### src/rtl/fifo_multi_ch_ring.sv
// rtl/fifo_multi_ch_ring.sv - multi-channel circular-buffer FIFO with registered read port
//
// Purpose:
//   Circular-buffer FIFO carrying FIFO_CH_NUM packed channels of FIFO_CH_WIDTH
//   bits each. All channels share one pair of pointers, so they never skew.
//   Used between BCH decoder stages to absorb rate mismatch.
//
// Optional build macro:
//   FIFO_MULTI_CH_RING_ERR_EN - adds sticky overflow/underflow flags
//                               (out_err_ovf, out_err_udf), cleared only by reset.
//
// Ports:
//   clk            clock, rising edge
//   in_ctr_Srst    synchronous reset, active-high, highest priority
//   in_ctr_flush   synchronous flush: pointers/count to 0, memory untouched
//   in_ctr_wr_en   write request
//   in             write data, channel k at [k*FIFO_CH_WIDTH +: FIFO_CH_WIDTH]
//   in_ctr_rd_en   read request
//   out            registered read data (1-cycle latency)
//   out_vld        one-cycle pulse per accepted read
//   out_sts_full   count == FIFO_DEPTH
//   out_sts_empty  count == 0
//   out_sts_afull  count >= FIFO_AFULL_TH
//   out_sts_cnt    current occupancy
//   out_err_ovf    (ERR_EN only) sticky: write dropped
//   out_err_udf    (ERR_EN only) sticky: read while empty
module fifo_multi_ch_ring #(
    parameter int FIFO_DEPTH    = 8,
    parameter int FIFO_CH_WIDTH = 2,
    parameter int FIFO_CH_NUM   = 4,
    parameter int FIFO_AFULL_TH = 6,
    localparam int W     = FIFO_CH_NUM * FIFO_CH_WIDTH,
    localparam int CNT_W = $clog2(FIFO_DEPTH + 1)
) (
    input  logic             clk,
    input  logic             in_ctr_Srst,
    input  logic             in_ctr_flush,
    input  logic             in_ctr_wr_en,
    input  logic [W-1:0]     in,
    input  logic             in_ctr_rd_en,
    output logic [W-1:0]     out,
    output logic             out_vld,
    output logic             out_sts_full,
    output logic             out_sts_empty,
    output logic             out_sts_afull,
`ifdef FIFO_MULTI_CH_RING_ERR_EN
    output logic             out_err_ovf,
    output logic             out_err_udf,
`endif
    output logic [CNT_W-1:0] out_sts_cnt
);

    localparam int PTR_W = $clog2(FIFO_DEPTH);
    localparam logic [PTR_W-1:0] PTR_LAST = PTR_W'(FIFO_DEPTH - 1);
    localparam logic [CNT_W-1:0] CNT_FULL = CNT_W'(FIFO_DEPTH);
    localparam logic [CNT_W-1:0] CNT_AFULL = CNT_W'(FIFO_AFULL_TH);

    logic [W-1:0]     mem [FIFO_DEPTH];
    logic [PTR_W-1:0] wr_ptr;
    logic [PTR_W-1:0] rd_ptr;
    logic [CNT_W-1:0] cnt_nxt;
    logic             wr_acc;
    logic             rd_acc;
    logic             upd;

    // No read-through-write bypass: an empty FIFO ignores reads even if a
    // write lands in the same cycle.
    assign rd_acc = in_ctr_rd_en & ~out_sts_empty;
    // A write into a full FIFO is legal only when a read frees a slot this cycle.
    assign wr_acc = in_ctr_wr_en & (~out_sts_full | rd_acc);
    // Requests only take effect outside reset and flush.
    assign upd    = ~in_ctr_Srst & ~in_ctr_flush;

    // Next occupancy; status flags are registered from this so they line up
    // with out_sts_cnt in the same cycle.
    always_comb begin
        cnt_nxt = out_sts_cnt;
        if (!upd) begin
            cnt_nxt = '0;
        end else if (wr_acc && !rd_acc) begin
            cnt_nxt = out_sts_cnt + CNT_W'(1);
        end else if (rd_acc && !wr_acc) begin
            cnt_nxt = out_sts_cnt - CNT_W'(1);
        end
    end

    always_ff @(posedge clk) begin
        out_sts_cnt   <= cnt_nxt;
        out_sts_full  <= (cnt_nxt == CNT_FULL);
        out_sts_empty <= (cnt_nxt == '0);
        out_sts_afull <= (cnt_nxt >= CNT_AFULL);
        if (in_ctr_Srst) begin
            wr_ptr  <= '0;
            rd_ptr  <= '0;
            out     <= '0;
            out_vld <= 1'b0;
        end else if (in_ctr_flush) begin
            // out deliberately keeps its last value across a flush.
            wr_ptr  <= '0;
            rd_ptr  <= '0;
            out_vld <= 1'b0;
        end else begin
            out_vld <= rd_acc;
            if (wr_acc) begin
                wr_ptr <= (wr_ptr == PTR_LAST) ? '0 : wr_ptr + PTR_W'(1);
            end
            if (rd_acc) begin
                out    <= mem[rd_ptr];
                rd_ptr <= (rd_ptr == PTR_LAST) ? '0 : rd_ptr + PTR_W'(1);
            end
        end
    end

    // Storage has no reset; occupancy alone defines which entries are live.
    always_ff @(posedge clk) begin
        if (upd && wr_acc) begin
            mem[wr_ptr] <= in;
        end
    end

`ifdef FIFO_MULTI_CH_RING_ERR_EN
    always_ff @(posedge clk) begin
        if (in_ctr_Srst) begin
            out_err_ovf <= 1'b0;
            out_err_udf <= 1'b0;
        end else if (!in_ctr_flush) begin
            if (in_ctr_wr_en && !wr_acc) begin
                out_err_ovf <= 1'b1;
            end
            if (in_ctr_rd_en && out_sts_empty) begin
                out_err_udf <= 1'b1;
            end
        end
    end
`endif

endmodule

### config.mk
export PLATFORM = sky130hd
export DESIGN_NAME = fifo_multi_ch_ring
export DESIGN_NICKNAME = d
export VERILOG_FILES = /design/src/rtl/fifo_multi_ch_ring.sv
export SDC_FILE = /design/constraint.sdc
export NUM_CORES = 1
export LEC_CHECK = 0
export BUFFER_PORTS_ARGS = -buffer_cell sky130_fd_sc_hd__buf_2
export CORE_MARGIN = 1.5
export CORE_UTILIZATION = 55
export CTS_CLUSTER_SIZE = 28
export DETAILED_ROUTE_END_ITERATION = 10
export GPL_ROUTABILITY_DRIVEN = 0
export PLACE_DENSITY = 0.73
export SLEW_MARGIN = 10
export SYNTH_ARGS = -nofsm -noshare
export SYNTH_HDL_FRONTEND = slang
export SYNTH_SLANG_ARGS = --single-unit
### constraint.sdc
create_clock -name clk -period 5.5 [get_ports clk]
set_input_delay 0.825 -clock clk [delete_from_list [all_inputs] [get_ports clk]]
set_output_delay 0.825 -clock clk [all_outputs]
set_load 0.1 [all_outputs]
Word level (Yosys, flattened, before mapping)
Memory sizes are Yosys's and may differ from the RTL's. A register that Yosys moved wholly into a read port is not among the register bits.
Cells that the tools add are included.
W data, S select, Z words.

word-level totals
  output and inout bits = 16
  logic and storage cells = 39
  memories kept = 1
  memory bits (writable) = 64
  bits of input ports = 13
  flip-flop bits (word level) = 14

memories
  name  depth  width  read ports  clocked after Yosys merged registers in  write ports  RTL line  text
  mem   8      8      1           1                                        1            58        logic [W-1:0] mem [FIFO_DEPTH];

operators by class
  reduce and logical (&&, ||, !) cells = 8
  bitwise gates (word level) = 8
  $lt $le $gt $ge = 1
  mux-type cells = 7
  add/subtract/negate cells = 4
  equality and inequality tests = 3

operator list
  kind                   number
  $mux W4                3
  $add A3 B1 Y3 const B  2
  $eq A3 B3 Y1 const B   2
  $mux W3                2
  $add A4 B1 Y4 const B  1
  $eq A4 B4 Y1 const B   1
  $ge A4 B3 Y1 const B   1
  $logic_not A4 Y1       1
  $not A1 Y1             4
  $sub A4 B1 Y4 const B  1
  $and A1 B1 Y1          3
  $logic_and A1 B1 Y1    3
  $logic_not A1 Y1       2
  $mux W1                2
  $reduce_and A2 Y1      1
  $reduce_or A2 Y1       1
  $or A1 B1 Y1           1

Longest topological paths before layout
  word-level depth = 10
  gate-level depth with buffers = 7
  depth with buffers taken out = 7

Worst setup path after synthesis
Ideal clock, no wire load.

  kind = input to register
  start = input in_ctr_rd_en
  end = memory mem[1][0] in the netlist's numbering, enable pin
  path slack = 2713 ps
  path buffers = 1
  stages = 5
  data required time = 5117 ps
  arrival time = 2404 ps
  setup time = 383 ps
  path through = or2b_1 > clkbuf_1 > a21boi_1 > nand3_1 > nor3_1

between the ends
  cells in the longest elaborated chain, start to end = 6

RTL lines
  element                        RTL line  text
  start: declaration             40        input logic in_ctr_rd_en,
  $and A1 B1 Y1                  68        assign rd_acc = in_ctr_rd_en & ~out_sts_empty;
  $or A1 B1 Y1                   70        assign wr_acc = in_ctr_wr_en & (~out_sts_full | rd_acc);
  $and A1 B1 Y1                  70
  $logic_and A1 B1 Y1            116       if (upd && wr_acc) begin
  $mux W1                        116
  $mux W1 (not written as such)  117       mem[wr_ptr] <= in;
  end: declaration               58

No other way between the ends.

Final worst setup path
  start = input in_ctr_rd_en
  end = memory mem[1][7] in the netlist's numbering, enable pin

Same word-level chain as after synthesis.

==> metrics.txt <==
Seq cells post-synth 86; post-CTS setup buffers 0; Slew HR 23.4%; Hold Buf Count CTS 0; Clock Skews 0.0138 ns; worst slew pin tran around 1.1 ns; fillcell total roughly 450; global route overflow 0; Leak Pwr 1.30 nW; cts repair resizes 0; Worst Hold Class flop to flop; wire length per cell about 18 µm; H-tree depth 3; Critical Path Fanout Max 10; Area growth, synth to finish 11.8%; TritonCTS buffer count 9; max cap viols 0; CP required approximately 5.5 ns; area of the multi-input gates just under 1000 µm²; clock insertion delay at the later pin of the skew report 0.35 ns; Reg area 2360 µm²; Setup Viol. Count Final 0; largest net degree at the start of global routing 20; Routed WL 5.84 mm; Gate Count Post-Synth ~200; clock sinks 86; PwrDens 317 nW/µm²; maximum clock path buffer count 2; critical path arrival ~2.8 ns; Initial Utilization between 50% and 60%; vias in the first global route roughly 1700; Primary FF master, synth edfxtp_1; via count 1778; EDFF count, synth 64; Antenna Nets Post-Route 0; most frequent cells in the layout edfxtp_1, buf_2, dfxtp_1; max-slew violations 0; GRT Util Overall 20.3%; Sum Neg Setup Slack 0 ns; max frequency 349 MHz; VDD IR-drop max about 210 µV; drt initial violations 145; clk root buf clkbuf_8; share of layout cells above drive strength 1 26.9%; crit path launch type primary input; status finished, final reports clean; Ys Warns 0; Mapped Area 3370 µm²; Worst setup EP type flop; num ports 29; post-route minimum period between 2 and 3 ns; total iterations of the first detailed-routing run 4; WS Path Type primary input to flop; max incr delay on CP around 0.90 ns; core area between 5000 and 6000 µm²; vias per cell 5.61; post-synthesis area per instance 16.5 µm²; Fin. Hold Viols 0; post-synthesis sequential area ratio 70.2%; first-pass GRT wire length between 8 and 9 mm; row count 28; unrepaired setup endpoints after global routing false; CP cell instances buf_2 > or2b_1 > a21boi_1 > nand3_1 > nor3_1; # diodes 0; FFs w/ async S/R, synth 0%; net count after synthesis 223; most common cell after layout, fill and taps aside edfxtp_1; hpwl dp 3.91 mm; die width approximately 81 µm; TritonCTS clock tree done; period utilization a little over half; fin cells between 300 and 400; DRC 0; I/O Buffers 28; initial antenna violation count 0; die area 6600 µm²; slowest CP cell nor3_1; Cells after DPL ~300; Cell variety after synth 37; Die Y-Extent 81.2 µm; Net count, final between 200 and 300; Reg clk slew, reported paths ~0.080 ns
## state kept, by name, indices dropped and copies added (netlist names)
register and flops:
out_vld 1, mem 64, out_sts_empty 1, rd_ptr 3
out_sts_cnt 4, out_sts_full 1, out 8, out_sts_afull 1
wr_ptr 3
## cells by family after synthesis
group                    after synthesis  share of synthesized area [%]
multiplexers                          26                           13.7
adder cells (fa/ha/maj)                6                           2.23
XOR/XNOR                               2                          0.521
AO/OA/AOI/OAI                         23                           4.28
AND/OR/NAND/NOR                       50                           7.81
buffers and inverters                 11                           1.30
flip-flops                            86                           70.2
## power breakdown
part,leakage [nW],switching (mW),total [mW],internal [mW]
Combinational,0.462,0.0642,0.0882,0.0240
Sequential,0.755,0.00581,0.709,0.703
Clock,0.0857,0.206,0.394,0.188
## area by class of cell
type                       count  share of cell area [%]
tap                           75                    2.49
multi-input combinational    107                    25.6
timing repair buffer          29                    3.92
clock inverter                 3                   0.532
sequential                    86                    62.8
clock buffer                  13                    4.22
inverter                       4                   0.399
## Yosys cell counts, types with 2 or more instances
cell type  instances  area (µm²)
mux2i_1           10         100
ha_1               6        75.1
nor3_1             4        20.0
clkbuf_1           4        15.0
nand2b_1           3        18.8
inv_1              4        15.0
a21oi_1            4        20.0
edfxtp_1          64        1920
nand3_1            3        15.0
nor2_1            14        52.6
buf_2              2        10.0
mux4_2            16         360
a21o_1             3        22.5
dfxtp_1           22         440
nand3b_1           3        22.5
o21ai_0            9        45.0
nand2_1           13        48.8
## critical path, delay by kind of cell
family | cells | cell delay, ns
AOI/OAI and AO/OA | 1 | 0.45
buffers and inverters | 1 | 0.09
and+or+nand+nor | 3 | 1.46
## worst paths after layout
path	startpoint	end	slack (ns)	cells after the start
setup / recovery	in_ctr_rd_en	mem[1][7]	2.63	5
hold / removal	out[7]	out[7]	0.45	2
setup reg to reg	out_sts_empty	mem[1][7]	2.86	4
hold reg to reg	out[7]	out[7]	0.45	2
## per-layer routing
layer | vias to the layer above | part of all wire, % | GRT usage [%]
met5 | - | 0 | 0
met4 | 0 | 1.6 | 9.83
met3 | 8 | 6.0 | 4.38
met2 | 51 | 48 | 31.4
met1 | 869 | 44 | 27.6
li1 | 850 | - | -
## through the flow
step	area [µm²]	setup slack, ns	util [%]	hold slack, ns	power (mW)
floorplan	3370	2.71	-	0.508	0.788
global placement	3580	2.31	60.4	0.430	0.810
detailed placement	3580	2.13	60.4	0.437	0.812
CTS	3760	2.50	63.5	0.455	1.20
global route	3760	2.45	63.5	0.498	1.23
finish	3760	2.63	63.5	0.448	1.19
(Power assumes the default switching activity.)
